==> config.mk <==
export PLATFORM = sky130hd
export DESIGN_NAME = fetch_queue
export DESIGN_NICKNAME = d
export VERILOG_FILES = /design/src/rtl/fetch_queue.sv
export SDC_FILE = /design/constraint.sdc
export NUM_CORES = 1
export LEC_CHECK = 0
export CORE_UTILIZATION = 40
export CTS_CLUSTER_DIAMETER = 50
export DETAILED_ROUTE_END_ITERATION = 8
export SLEW_MARGIN = 10
export SYNTH_ARGS = -nofsm -noshare
export SYNTH_HDL_FRONTEND = slang
export SYNTH_SLANG_ARGS = --single-unit
export TNS_END_PERCENT = 20
==> constraint.sdc <==
create_clock -name clk -period 5.7 [get_ports clk]
set_input_delay 1.425 -clock clk [delete_from_list [all_inputs] [get_ports clk]]
set_output_delay 1.425 -clock clk [all_outputs]
set_load 0.005 [all_outputs]
==> src/rtl/fetch_queue.sv <==
// Instruction fetch queue: issues sequential fetches to instruction memory,
// buffers {instr, pc} responses in a DEPTH-entry circular buffer for decode,
// predecodes unconditional B words to steer fetch early, and flushes on
// an external redirect.
//
// Ports:
//   clk, reset         clock (rising edge), asynchronous active-high reset
//   im_req, im_addr    fetch request and byte address to instruction memory
//   im_data            instruction word, valid one cycle after im_req
//   redirect(_pc)      taken branch/jump from decode/execute and its target
//   id_valid/id_ready  head-entry handshake with decode
//   id_instr, id_pc    head instruction and its address (NOP/0 when empty)
//   count              number of occupied entries
module fetch_queue #(
  parameter int unsigned       DATA_W   = 32,
  parameter int unsigned       ADDR_W   = 32,
  parameter int unsigned       DEPTH    = 4,
  parameter logic [ADDR_W-1:0] RESET_PC = '0
) (
  input  logic                     clk,
  input  logic                     reset,
  output logic                     im_req,
  output logic [ADDR_W-1:0]        im_addr,
  input  logic [DATA_W-1:0]        im_data,
  input  logic                     redirect,
  input  logic [ADDR_W-1:0]        redirect_pc,
  output logic                     id_valid,
  input  logic                     id_ready,
  output logic [DATA_W-1:0]        id_instr,
  output logic [ADDR_W-1:0]        id_pc,
  output logic [$clog2(DEPTH):0]   count
);

  localparam int unsigned       PTR_W = $clog2(DEPTH);
  localparam int unsigned       CNT_W = PTR_W + 1;
  localparam logic [DATA_W-1:0] NOP   = DATA_W'(32'hC800_0000);
  localparam logic [6:0]        OP_B  = 7'b1100000;
  localparam logic [ADDR_W-1:0] ALIGN = ~ADDR_W'(3);

  logic [ADDR_W-1:0] r_pc;
  logic              r_inflight;
  logic [ADDR_W-1:0] r_inflight_pc;
  logic [PTR_W-1:0]  r_wptr;
  logic [PTR_W-1:0]  r_rptr;
  logic [CNT_W-1:0]  r_count;
  logic [DATA_W-1:0] r_mem_instr [DEPTH];
  logic [ADDR_W-1:0] r_mem_pc    [DEPTH];

  logic [CNT_W:0]    w_occupied;
  logic              w_req;
  logic              w_valid;
  logic              w_deq;
  logic              w_enq;
  logic              w_is_b;
  logic [ADDR_W-1:0] w_b_off;
  logic [ADDR_W-1:0] w_b_target;
  logic [ADDR_W-1:0] w_pc_next;

  // Entries already held or promised by an outstanding request.
  assign w_occupied = {1'b0, r_count} + (CNT_W+1)'(r_inflight);
  assign w_req      = !reset && !redirect && (w_occupied < (CNT_W+1)'(DEPTH));
  assign w_valid    = (r_count != '0);
  assign w_deq      = w_valid && id_ready;
  // A response arriving in a redirect cycle belongs to the flushed path.
  assign w_enq      = r_inflight && !redirect;
  assign w_is_b     = w_enq && (im_data[31:25] == OP_B);
  assign w_b_off    = ADDR_W'($signed(im_data[15:0]));
  assign w_b_target = (r_inflight_pc + w_b_off) & ALIGN;

  // Fetch PC priority: redirect, then B predecode, then sequential advance.
  always_comb begin
    w_pc_next = r_pc;
    if (redirect) begin
      w_pc_next = redirect_pc & ALIGN;
    end else if (w_is_b) begin
      w_pc_next = w_b_target;
    end else if (w_req) begin
      w_pc_next = r_pc + ADDR_W'(4);
    end
  end

  // Control state: fetch PC, in-flight tracking, pointers and occupancy.
  always_ff @(posedge clk or posedge reset) begin
    if (reset) begin
      r_pc          <= RESET_PC;
      r_inflight    <= 1'b0;
      r_inflight_pc <= '0;
      r_wptr        <= '0;
      r_rptr        <= '0;
      r_count       <= '0;
    end else begin
      r_pc <= w_pc_next;
      // A B word kills the request issued alongside it (wrong path).
      r_inflight <= w_req && !w_is_b;
      if (w_req) begin
        r_inflight_pc <= r_pc;
      end
      if (redirect) begin
        r_wptr  <= '0;
        r_rptr  <= '0;
        r_count <= '0;
      end else begin
        if (w_enq) begin
          r_wptr <= r_wptr + PTR_W'(1);
        end
        if (w_deq) begin
          r_rptr <= r_rptr + PTR_W'(1);
        end
        r_count <= r_count + CNT_W'(w_enq) - CNT_W'(w_deq);
      end
    end
  end

  // Entry storage; contents are only observed while count is non-zero.
  always_ff @(posedge clk) begin
    if (w_enq) begin
      r_mem_instr[r_wptr] <= im_data;
      r_mem_pc[r_wptr]    <= r_inflight_pc;
    end
  end

  assign im_req   = w_req;
  assign im_addr  = r_pc;
  assign id_valid = w_valid;
  assign id_instr = w_valid ? r_mem_instr[r_rptr] : NOP;
  assign id_pc    = w_valid ? r_mem_pc[r_rptr] : '0;
  assign count    = r_count;

endmodule

==> results.cfg <==
[outcome]
status = finished clean

[die]
rows = 69
coreArea_um2 = 35600
boundaryPins = 169
fp.dieArea_um2 = 37000
chipWidth_um = 192
die_y_um = 192
initial_core_util_pct = 40.7

[clocking]
cts_hold_buf = 0
cts_sinks = 316
clkSlewWorstSetupHoldPaths_ns = 0.05
clock-root-buffer = clkbuf_16
clk-insertion-delay-late_ns = 0.52
cts_tree = built
cts_buffers = 39
h-tree-depth = 2
cts_setup_buffers = 0
cts_buffer_depth = 3
cts_resized = 0

[synthesis]
synthesis.area_um2 = 14500
synthArstFlopShare_pct = 21.5
yosysSeqAreaShare_pct = 63.2
yosys_warnings = 0
synth.distinct_cells = 72
ys_ff_latch = 316
synth_cells = 956
synthFlopType = edfxtp_1
synth-edff-count = 248
avgSynthCellArea_um2 = 15.1

[timing]
slew_headroom_pct = 31.2
setup_violations = 0
setup_slack_ns = 1.23
fin_worst_skew_ns = 0.0139
drv_slew = 0
worst_slew_pin_slew_ns = 1.03
hold_slack_ns = 0.552
finalHoldViolCount = 0
finalCritPeriodShare_pct = 78.5
period_minus_slack_ns = 4.47
maxClockFrequency_mhz = 223
final.setup.tns_ns = 0
rsz0062_at_grt = false

[worst_setup_path]
r2r_cells = 8
crit_type = primary input to output pin
cp-start-kind = primary input
end_kind = output pin
worstPathArrival_ns = 3.05
crit_path_max_fanout = 6
worstPathRequired_ns = 4.28

[grt]
grtUsageTotal_pct = 19.4
grt_max_degree = 63
grt_pass1_wl_um = 53900
gr-total-overflow = 0
grt_antenna_before_repair = 0
grt_pass1_vias = 9129

[final_layout]
syn_to_final_growth_pct = 23.5
diodes = 0
fillers = 3091
seqCellArea_um2 = 9150
drive_above_1_share_pct = 15.7
multi_input_area_um2 = 5070
final_nets = 1235

[pwr]
p_leak_nw = 6.16
total_power_mw = 8.06
peakVddDrop_v = 0.000342
power_density_nw_per_um2 = 451

[hold_path]
hold_depth = 0
hp-class = flop to flop

[routing]
vias_per_cell = 5.45
vias = 8829
totalWireLength_um = 34800
drcViolationCount = 0
drtPass1Iterations = 7
routedWlPerCell_um = 21.5
detail-route-antenna-nets = 0
drt_iter0_drc = 476

[job]
cap_violations = 0

[place]
gp_congestion = 0.840
port_buffers = 162
dp_hpwl_um = 22900
preCtsSetupSlack_ns = 1.02
layout by cell type (no fill, tap or decap), drive strengths merged, types with 5 or more instances in the layout:
cell           count
and4               6
o22ai              7
nor2b              5
a22oi              9
and3               8
xnor2             33
nor3              12
dfrtp             68
buf               15
clkinv            12
mux2              30
nand2             38
and2              67
nor2              44
inv               21
xor2              19
ha                37
a21o              12
clkbuf            54
nand3             23
a21oi             41
clkdlybuf4s50    161
a211oi            15
nand4             15
edfxtp           248
mux4              62
o21ai             32
routing by layer:
| metal | GRT usage (%) | vias to the layer above | wire, um |
|---|---|---|---|
| li1 | - | 4055 | - |
| met1 | 27.0 | 4497 | 15800 |
| met2 | 31.2 | 227 | 16400 |
| met3 | 3.33 | 50 | 1830 |
| met4 | 5.51 | 0 | 712 |
| met5 | 0 | - | 0 |
logic make-up after synthesis:
| group | share of synthesized area [%] |
|---|---|
| AO/OA/AOI/OAI | 7.07 |
| adder cells (fa/ha/maj) | 3.34 |
| AND/OR/NAND/NOR | 9.12 |
| buffers and inverters | 1.90 |
| other | 0.0259 |
| flip-flops | 63.2 |
| XOR/XNOR | 3.15 |
| multiplexers | 12.2 |
cell type report:
cell class	count	share of cell area [%]
repair buffers	176	9.91
well taps	461	3.23
clock buffers	54	6.18
clock inverters	17	0.749
inverters	18	0.378
multi-input cells	578	28.4
flip-flops and latches	316	51.2
report_power, final:
group          total [mW]  leakage, nW  internal [mW]  switching [mW]
logic                2.59         2.50           1.41            1.18
clock network        2.35        0.609           1.41           0.935
registers            3.12         3.06           2.80           0.325
per-stage QoR:
step | area [um^2] | cells | utilization [%]
3_3_place_gp | 16600 | 1549 | 46.8
3_5_place_dp | 16600 | 1549 | 46.8
2_1_floorplan | 14500 | 959 | -
5_1_grt | 17900 | 1620 | 50.3
6_report | 17900 | 1620 | 50.3
4_1_cts | 17900 | 1620 | 50.3
worst max-delay path, cell delays in order:
cell and delay (ns):
clkdlybuf4s50_1 0.55, or2_1 0.33, nor2_2 0.20, clkdlybuf4s50_1 0.54
cells in the mapped netlist, drive strengths merged (2+ instances only):
library cell	instances	share of area, %
a22oi	9	0.47
and2	67	2.9
nor2b	5	0.22
a21o	12	0.62
mux4	62	9.6
a31oi	2	0.086
o21a	4	0.21
ha	37	3.2
o221ai	2	0.12
inv	17	0.44
mux2i	3	0.23
o211ai	4	0.21
nand2b	3	0.13
a221oi	3	0.27
and4	6	0.38
a2111oi	3	0.18
mux2	30	2.3
nand4	15	0.86
and3	8	0.35
nor4	2	0.23
nor3	12	0.45
o21bai	3	0.16
o31ai	4	0.24
nor2	44	1.2
xnor2	33	2.0
or2	4	0.17
clkbuf	29	0.75
a211oi	15	0.81
or3	2	0.086
xor2	19	1.1
edfxtp	248	51
a21oi	41	1.4
a311oi	2	0.12
nand3	23	0.80
buf	18	0.68
o22ai	7	0.30
nand2	38	1.0
o21ai	32	1.1
dfrtp	68	12
a222oi	3	0.21
flip-flops by register name, summed over array words and instances, names as in the netlist:
signal	cells
count	3
im_addr	30
r_inflight	1
r_inflight_pc	30
r_mem_instr	128
r_mem_pc	120
r_rptr	2
r_wptr	2
worst paths after layout:
kind                             startpoint              to  slack (ns)
setup / recovery                      reset          im_req        1.23
hold / removal             r_inflight_pc[9]  r_mem_pc[1][9]        0.55
setup reg to reg                   count[1]     im_addr[26]        2.89
hold reg to reg            r_inflight_pc[9]  r_mem_pc[1][9]        0.55
max in group asynchronous             reset       r_rptr[0]        3.09
min in group asynchronous             reset     im_addr[11]        1.65
(Power assumes the default switching activity.)
==> edit (same settings) <==
Reset style: synchronous (`reset`), changed in one clocked block. Comments in the files are not updated.
--- a/src/rtl/fetch_queue.sv
+++ b/src/rtl/fetch_queue.sv
@@ -82,3 +82,3 @@
   // Control state: fetch PC, in-flight tracking, pointers and occupancy.
-  always_ff @(posedge clk or posedge reset) begin
+  always_ff @(posedge clk) begin
     if (reset) begin
Formal check against the unedited RTL: differs if reset is asserted again (counterexample within 4 cycles, from zero or initial values and one cycle with reset high); with reset held inactive, the same outputs for 4 cycles.
==> edit against the original RTL <==
Fmax is 1.1% lower; hold slack worse by 0.039 ns; first-iteration DRC count rose by 17%; final area is 1.1% lower; highest routed layer unchanged; critical path type is now reg2out; area after synthesis shrank 0.32%; sequential cell count up 2; routed wire length increased by 1.4%; setup slack worse by 0.051 ns; critical path depth stayed put; synthesized cell count is 11% higher.
Power is not compared: it rests on default switching activity, and its combinational part moved more than twofold at a synthesized area within 25%.
==> edit: results (changes against the original RTL) <==
| Metric | Value |
|---|---|
| GP Congestion | `0.851 (+1.3%)` |
| First-pass iteration count of the detailed router | `5 (-2)` |
| Crit-path slowest cell | `nor3_1` |
| Yosys cell types | `74 (+2.8%)` |
| Cells on worst reg2reg path | `10 (+2)` |
| Top cells by area, synth | `edfxtp_1 (52%), dfxtp_1 (9.7%), mux4_2 (9.7%), ha_1 (3.2%), and2_1 (2.9%)` |
| Setup crit start kind | `flip-flop` |
| Slowest stage delay, CP | `0.71 ns (+0.16 ns)` |
| Hold Path Cell Cnt | `2 (+2)` |
| First-pass GRT wire length | `54,000 µm (+0.17%)` |
| Skew final | `0.0199 ns (+0.00600 ns)` |
| RR Endpoint | `count[2]` |
| CTS Buf Count | `37 (-5.1%)` |
| Hold EP | `r_inflight_pc[29]` |
| Placement Cell Area | `16,500 µm² (-0.77%)` |
| Initial DRC count | `558 (+17%)` |
| Reg area | `8860 µm² (-3.3%)` |
| Worst EP arrival | `3.10 ns (+0.05 ns)` |
| Slew of the pin with the lowest slew margin | `1.11 ns (+0.0740 ns)` |
| Layout cells sized above 1 | `12.6% (-3.1 points)` |
| Vias per cell | `5.47 (+0.38%)` |
| Status | `complete, no violations` |
| FFs w/ async S/R, synth | `0% (-22 points)` |
| Worst Path Max Fanout | `61 (+55)` |
| Register area share after synthesis | `61.3% (-1.9 points)` |
| Routed wire length | `35,300 µm (+1.4%)` |
| Layout Nets | `1,332 (+7.9%)` |
| Commonest cells post-synth | `edfxtp_1 (248), nand2_1 (104), a21oi_1 (70), dfxtp_1 (70), and2_1 (68)` |
| Final hold slack | `0.513 ns (-0.0386 ns)` |
| Hold_sp | `im_addr[29]` |
| Vias in the first global route | `9,161 (+0.35%)` |
| DP HPWL | `22,500 µm (-1.7%)` |
| Reg2reg start | `count[1]` |
-- edit: changes by cell type in the layout (fill, tap and decap cells not counted), sizes merged, moves of 7 or more --
cell / unedited run / this run
clkinv: 12 / 19
dfxtp: 0 / 70
mux2: 30 / 0
a31oi: 2 / 11
a21o: 12 / 19
a21oi: 41 / 72
dfrtp: 68 / 0
nand2: 38 / 104
nor2: 44 / 54
clkbuf: 54 / 40
-- edit: how the worst max path moves through the flow --
stage / end / slack (ns)
final: id_pc[12] / 1.17
after global routing: id_instr[15] / 1.01
after CTS: id_pc[12] / 1.09
after detailed placement: im_addr[29] / 0.96
after global placement: im_addr[29] / 1.00
after floorplan: im_req / 1.98
-- edit: per-layer routing --
layer  global-route usage [%]  vias up  wire length (µm)
met1                     28.8     4596             16700
met3                     3.29       51              2300
met2                     29.5      329             15600
met5                        0        -                 0
li1                         -     4390                 -
met4                     4.76        0               689
-- edit: cell families after synthesis --
logic type               share of synthesized area, %
XOR/XNOR                                         2.73
adder cells (fa/ha/maj)                          3.49
AND/OR/NAND/NOR                                  11.1
buffers and inverters                            2.15
flip-flops                                       61.3
AO/OA/AOI/OAI                                    9.36
other                                          0.0260
multiplexers                                     9.81
-- edit: worst min-delay path, cell delays in order, from the launching register on --
cell and delay [ns]:
dfxtp_1 0.35, nand2_1 0.07, a21oi_1 0.05
-- edit: per-stage QoR --
stage | power, µW | instances
floorplan | 2830 | 1067
global placement | 3050 | 1647
detailed placement | 3050 | 1647
CTS | 5330 | 1712
global route | 5460 | 1712
finish | 5270 | 1712
-- edit: where the power goes --
| group | total [µW] | leakage, µW | switching, µW | internal (µW) |
|---|---|---|---|---|
| logic | 421 | 0.00259 | 215 | 206 |
| clock network | 2270 | 0.000584 | 935 | 1340 |
| registers | 2580 | 0.00298 | 51.2 | 2530 |
| total | 5270 | 0.00615 | 1200 | 4070 |
-- edit: layout make-up --
cell class,count,area share [%]
flip-flops and latches,318,50.1
multi-input cells,676,30.0
repair buffers,173,9.68
clock buffers,40,5.30
well taps,461,3.26
clock inverters,25,1.28
inverters,19,0.403
